**src/rtl/nibble_acc_pkg.sv**
```systemverilog
// Shared widths and FSM state encoding for the nibble accumulator.
package nibble_acc_pkg;

    localparam int NIB_W = 4;   // adder / operand width
    localparam int ACC_W = 8;   // accumulator width (two nibbles)
    localparam int CNT_W = 8;   // operand counter width (COUNT up to 255)

    typedef enum logic [1:0] {
        ACCEPT = 2'd0,
        ADD_LO = 2'd1,
        ADD_HI = 2'd2,
        DONE   = 2'd3
    } state_t;

endpackage

```
**src/rtl/fourbit_adder.sv**
```systemverilog
// Combinational 4-bit ripple-carry adder built from a chain of full adders.
module fourbit_adder (
    input  logic [3:0] a,
    input  logic [3:0] b,
    input  logic       cin,
    output logic [3:0] sum,
    output logic       cout
);

    logic [4:0] carry;

    assign carry[0] = cin;

    // One full adder per bit; carry ripples from bit 0 upward.
    generate
        for (genvar gi = 0; gi < 4; gi++) begin : g_fa
            assign sum[gi]     = a[gi] ^ b[gi] ^ carry[gi];
            assign carry[gi+1] = (a[gi] & b[gi]) | (carry[gi] & (a[gi] ^ b[gi]));
        end
    endgenerate

    assign cout = carry[4];

endmodule

```
**src/rtl/nibble_accumulator.sv**
```systemverilog
// Frame accumulator: sums COUNT unsigned nibbles into an 8-bit result using a
// single 4-bit adder, applied first to the low nibble and then to the high
// nibble with the intermediate carry held in a register.
// COUNT must lie in 1..255 so that COUNT-1 fits the 8-bit counter.
module nibble_accumulator
    import nibble_acc_pkg::*;
#(
    parameter int COUNT = 20
) (
    input  logic       clk,
    input  logic       rst_n,
    input  logic       in_valid,
    output logic       in_ready,
    input  logic [3:0] in_data,
    output logic       out_valid,
    input  logic       out_ready,
    output logic [7:0] out_sum,
    output logic       out_ovf,
    output logic       busy
);

    localparam logic [CNT_W-1:0] LAST_IDX = CNT_W'(COUNT - 1);

    state_t             state_reg;
    logic [ACC_W-1:0]   acc_reg;
    logic               carry_reg;
    logic               ovf_reg;
    logic [CNT_W-1:0]   count_reg;
    logic [NIB_W-1:0]   operand_reg;

    logic [NIB_W-1:0]   add_a;
    logic [NIB_W-1:0]   add_b;
    logic               add_cin;
    logic [NIB_W-1:0]   add_sum;
    logic               add_cout;

    // Adder operand mux: high-nibble pass adds only the saved carry,
    // every other state presents the low-nibble pass.
    always_comb begin
        add_a   = acc_reg[NIB_W-1:0];
        add_b   = operand_reg;
        add_cin = 1'b0;
        if (state_reg == ADD_HI) begin
            add_a   = acc_reg[ACC_W-1:NIB_W];
            add_b   = '0;
            add_cin = carry_reg;
        end
    end

    fourbit_adder u_adder (
        .a    (add_a),
        .b    (add_b),
        .cin  (add_cin),
        .sum  (add_sum),
        .cout (add_cout)
    );

    // FSM and datapath registers; reset discards any partial frame.
    always_ff @(posedge clk or negedge rst_n) begin
        if (!rst_n) begin
            state_reg   <= ACCEPT;
            acc_reg     <= '0;
            carry_reg   <= 1'b0;
            ovf_reg     <= 1'b0;
            count_reg   <= '0;
            operand_reg <= '0;
        end else begin
            case (state_reg)
                ACCEPT: begin
                    if (in_valid) begin
                        operand_reg <= in_data;
                        state_reg   <= ADD_LO;
                    end
                end
                ADD_LO: begin
                    acc_reg[NIB_W-1:0] <= add_sum;
                    carry_reg          <= add_cout;
                    state_reg          <= ADD_HI;
                end
                ADD_HI: begin
                    acc_reg[ACC_W-1:NIB_W] <= add_sum;
                    // Overflow stays set for the rest of the frame.
                    if (add_cout) begin
                        ovf_reg <= 1'b1;
                    end
                    if (count_reg == LAST_IDX) begin
                        count_reg <= '0;
                        state_reg <= DONE;
                    end else begin
                        count_reg <= count_reg + 1'b1;
                        state_reg <= ACCEPT;
                    end
                end
                DONE: begin
                    if (out_ready) begin
                        acc_reg   <= '0;
                        ovf_reg   <= 1'b0;
                        carry_reg <= 1'b0;
                        state_reg <= ACCEPT;
                    end
                end
                default: state_reg <= ACCEPT;
            endcase
        end
    end

    // Handshake and result outputs; result is gated to zero when not valid.
    always_comb begin
        in_ready  = (state_reg == ACCEPT);
        out_valid = (state_reg == DONE);
        out_sum   = out_valid ? acc_reg : '0;
        out_ovf   = out_valid & ovf_reg;
        busy      = !((state_reg == ACCEPT) && (count_reg == '0));
    end

endmodule

```
**config.mk**
```make
export PLATFORM = sky130hd
export DESIGN_NAME = nibble_accumulator
export DESIGN_NICKNAME = d
export VERILOG_FILES = /design/src/rtl/nibble_acc_pkg.sv /design/src/rtl/fourbit_adder.sv /design/src/rtl/nibble_accumulator.sv
export SDC_FILE = /design/constraint.sdc
export NUM_CORES = 1
export LEC_CHECK = 0
export CELL_PAD_IN_SITES_DETAIL_PLACEMENT = 1
export CELL_PAD_IN_SITES_GLOBAL_PLACEMENT = 1
export CORE_MARGIN = 5
export CORE_UTILIZATION = 44
export CTS_CLUSTER_DIAMETER = 50
export CTS_CLUSTER_SIZE = 8
export DETAILED_ROUTE_END_ITERATION = 8
export PLACE_DENSITY_LB_ADDON = 0.1
export SYNTH_ARGS = -nofsm -noshare
export SYNTH_HDL_FRONTEND = slang
export SYNTH_HIERARCHICAL = 1
export SYNTH_SLANG_ARGS = --single-unit
```
**constraint.sdc**
```tcl
create_clock -name clk -period 8.2 [get_ports clk]
set_input_delay 2.46 -clock clk [delete_from_list [all_inputs] [get_ports clk]]
set_output_delay 2.46 -clock clk [all_outputs]
set_load 0.02 [all_outputs]
```
* After elaboration in Yosys (flattened, before gate mapping)
Index checks and enable logic that the tools add are counted.
** Operators by class
- Eq/ne operators :: 7
- Add/sub/neg operators :: 1
- Bitwise logic cells :: 21
- Multiplexer cells :: 16
- Reduce and logical (&&, ||, !) cells :: 11
** Operators by type and width (count)
- 8-bit two-way mux :: 3
- 4-bit one-hot mux with 2 select lines :: 2
- 1-bit bitwise AND :: 9
- 8-bit by 1-bit adder with 8-bit output, second input constant :: 1
- 8-bit by 5-bit equality test with 1-bit output, second input constant :: 1
- 8-bit zero test :: 1
- 4-bit two-way mux :: 2
- 2-bit one-hot mux with 4 select lines :: 1
- 2-bit AND reduction :: 4
- 1-bit bitwise XOR :: 8
- 2-bit two-way mux :: 3
- 2-bit equality test, second input constant :: 2
- 2-bit inequality test, second input constant :: 2
- 1-bit bitwise OR :: 4
- 1-bit one-hot mux with 2 select lines :: 2
- 2-bit nonzero test :: 2
- 1-bit two-way mux :: 3
- 3-bit AND reduction :: 1
- 2-bit by 1-bit equality test with 1-bit output, second input constant :: 1
- 2-bit zero test :: 1
- 2-bit by 1-bit inequality test with 1-bit output, second input constant :: 1
- 1-bit logical AND :: 1
- 1-bit zero test :: 1
** Word-level totals
- Output and inout bits :: 12
- Bits in registers :: 24
- Word-level logic and storage cells :: 63

* Logic depth before layout (Yosys ltp)
- Depth after elaboration :: 13
- Gate-level depth with buffers :: 15
- Gate-level depth less buffers :: 12

* Hierarchy
The synthesis kept the hierarchy.
** Modules (own cells, without submodules)
- nibble_accumulator :: cells an instance 110, seq. area each 600.6 sq um, area each 1204.9 sq um, times used 1
- fourbit_adder :: cells an instance 14, seq. area each 0.0 sq um, area each 117.6 sq um, times used 1

* Worst setup path before layout
OpenSTA, ideal clock, no wires.
- Path type :: register to output
- From :: reg count_reg[7]
- To :: out busy
- Arrival time :: 1.298 ns
- Data required time :: 5.740 ns
- Path slack :: 4.442 ns
- Buffers on the path :: 0
- Cell stages (with the launch flop) :: 4
- Path through :: dfrtp_1 > or4_4 > nor2_1 > nand4_1
** Between the ends
- Cells in the longest elaborated chain, start to end :: 3
** RTL lines
- start, declared :: RTL line nibble_accumulator.sv:28 : logic [CNT_W-1:0] count_reg;
- start signal, assigned :: RTL line nibble_accumulator.sv:90 : count_reg <= count_reg + 1'b1;
- 8-bit zero test :: RTL line nibble_accumulator.sv:113 : busy = !((state_reg == ACCEPT) && (count_reg == '0));
- 1-bit logical AND :: RTL line nibble_accumulator.sv:113
- 1-bit zero test :: RTL line nibble_accumulator.sv:113
- end, declared :: RTL line nibble_accumulator.sv:19 : output logic busy
Every way passes these cells.

* Worst setup path in the final report
- From :: reg count_reg[6]
- To :: out busy
The elaborated chain is that of the path after synthesis.

==> metrics.txt <==
clock sink count=24; routed wire length=2890 um; Slowest cell on crit path=clkdlybuf4s50_1; Max Slew Vio Count=0; Core Box Area=roughly 2800 sq um; Power Density=approximately 360 nW/um^2; distinct cell type count of the synthesized netlist=33; CP bufs+invs=1; share of layout cells above drive strength 1=11.4%; fmax=~220 MHz; Synth area leader=dfrtp_1; Post-DP Area=approximately 1500 sq um; Crit. End Element=primary output; Final Critical Period=about 4.6 ns; Area Overhead vs Synth=16.9%; Final Setup Violations=0; leakage power=roughly 0.74 nW; placer congestion estimate=roughly 0.77; crit path setup slack, layout=between 3 and 4 ns; Die Y=64.8 um; Resized Gates After CTS=0; GRT Residual Overflow=0; main area contributors after synthesis=dfrtp_1, mux2_2, fa_1, a22o_1, and3_1; Cell Rows=19; Vias=approximately 950; DRC=0; Layout Cells excl Fill=between 150 and 200; most frequent cells in the layout=dfrtp_1, clkdlybuf4s50_1, inv_1; max-cap violation count=0; pre-CTS WS=about 4.0 ns; overall die area=4200 sq um; # hold bufs at CTS=0; Worst setup SP type=flop; n_diodes=0; dpl hpwl=slightly above 2000 um; WP data required=about 5.7 ns; RSZ-0062 raised after global routing=false; first-pass GRT wire length=4930 um; Placed Cells=roughly 170; Iteration-0 DRC Markers=36; initial antenna violation count=0; Async SR Flop Fraction=100%; CP peak stage delay=roughly 0.56 ns; clk buf depth=2; WL/cell=~17 um; worst path cell trace=or4_4 > nor2_1 > nand4_1 > clkdlybuf4s50_1; Max-slew headroom=between 20% and 30%; number of buffers created by CTS=3; Top Family by Delay on Critical Path=simple AND/OR/NAND/NOR gates; Post-Syn Nets=between 100 and 150; vias per cell=around 5.5; crit share post-route=55.9%; Post-DRT Antenna Nets=0; flops & latches, synth=24; Fin Setup TNS=0 ns; Total Nets Final=156; Layout Utilization=roughly 55%; total of warnings raised by yosys=6; most common cell after layout, fill and taps aside=dfrtp_1; fin area=roughly 1500 sq um; IO Pins=20; HP Class=reg2reg; outcome=finished clean; critical-path maximum fanout=4; I/O Buffers=19; H-tree level count=1; syn_area_per_cell=10.7 sq um; Top FF cell, synth=dfrtp_1; Layout Skew=between 0.001 and 0.0015 ns; Starting Density=between 40 and 50%; Synth Cell Area=approximately 1300 sq um; Worst Tran Pin Value=approximately 1.1 ns; final hold violations=0; GRT Overall Usage=between 10% and 20%; data arrival time of the worst path=roughly 2.1 ns; clk slew on worst S/H paths=around 0.13 ns; Post-synth EDFFs=0; largest net degree at the start of global routing=25; sequential fraction of the synthesis area=between 40% and 50%; vias in the first global route=around 1.0k; clk root buf=clkbuf_4; clock latency on the worst-skew pair=around 0.32 ns; die width=approximately 65 um; share of the synthesized area in the top cell type=roughly 45%; post-CTS setup buffers=0; CTS tree=built; VDD IR max=approximately 0.14 mV; Syn Inst Count=between 100 and 150; First-pass DRT Iterations=4; Crit Path Category=reg2out
-- synth_stat cells (2+ instances only) --
| cell type | number |
|---|---|
| dfrtp_1 | 24 |
| inv_1 | 14 |
| a22o_1 | 9 |
| and3_1 | 9 |
| nand2_1 | 9 |
| mux2_2 | 8 |
| nor2b_1 | 8 |
| buf_2 | 4 |
| fa_1 | 4 |
| o21ai_0 | 4 |
| and2_1 | 3 |
| xnor2_1 | 3 |
| clkbuf_1 | 2 |
| ha_1 | 2 |
| nand4_1 | 2 |
| nor2_1 | 2 |
-- final cells by class --
type                       count  area (sq um)
multi-input combinational     79           634
fill                         319          1280
timing repair buffer          20           198
inverter                      14          52.6
clock buffer                   3          22.5
sequential                    24           601
tap                           31          38.8
-- power breakdown --
group,internal (W),switching (W)
logic,0.000139,0.000147
clock network,0.0000172,0.0000356
registers,0.000166,0.0000556
total,0.000322,0.000239
-- metal layers --
layer / global-route usage (%) / part of all wire [%]
met3: 2.94 / 4.7
met2: 24.6 / 46
met1: 20.2 / 47
met4: 5.80 / 1.5
met5: 0 / 0
-- worst paths after layout --
| path | end | slack (ns) | cells after the start | start |
|---|---|---|---|---|
| setup / recovery | busy | 3.62 | 4 | count_reg[6] |
| hold / removal | count_reg[7] | 0.49 | 1 | count_reg[7] |
| setup reg to reg | acc_reg[3] | 4.85 | 12 | state_reg[1] |
| hold reg to reg | count_reg[7] | 0.49 | 1 | count_reg[7] |
| max in group asynchronous | count_reg[3] | 4.82 | 1 | rst_n |
| min in group asynchronous | ovf_reg | 2.72 | 1 | rst_n |
-- kinds of logic (layout without fill, tap and decap cells) --
family	count (synthesis)	count (layout)	share of synthesized area (%)
simple gates	41	41	18.4
flops	24	24	45.4
buf+inv	21	37	6.62
compound gates	20	20	12.1
mux	8	8	6.81
fa+ha+maj	6	6	7.95
xor+xnor	4	4	2.65
-- stage by stage --
stage	hold WS, ns	total power, W
2_1_floorplan	0.446	0.000428
3_3_place_gp	0.464	0.000494
3_5_place_dp	0.469	0.000509
4_1_cts	0.491	0.000566
5_1_grt	0.523	0.000613
6_report	0.490	0.000560
-- worst reg2reg max path, cell delays in order, from the launching register on --
cell and delay, ns:
dfrtp_1 0.71, nor2b_1 0.20, buf_4 0.25, mux2_2 0.38, fa_1 0.41, inv_1 0.08, fa_1 0.16, inv_1 0.05
fa_1 0.37, inv_1 0.09, fa_1 0.40, inv_1 0.08, a22o_1 0.13
Power figures use the tool's default switching activity.
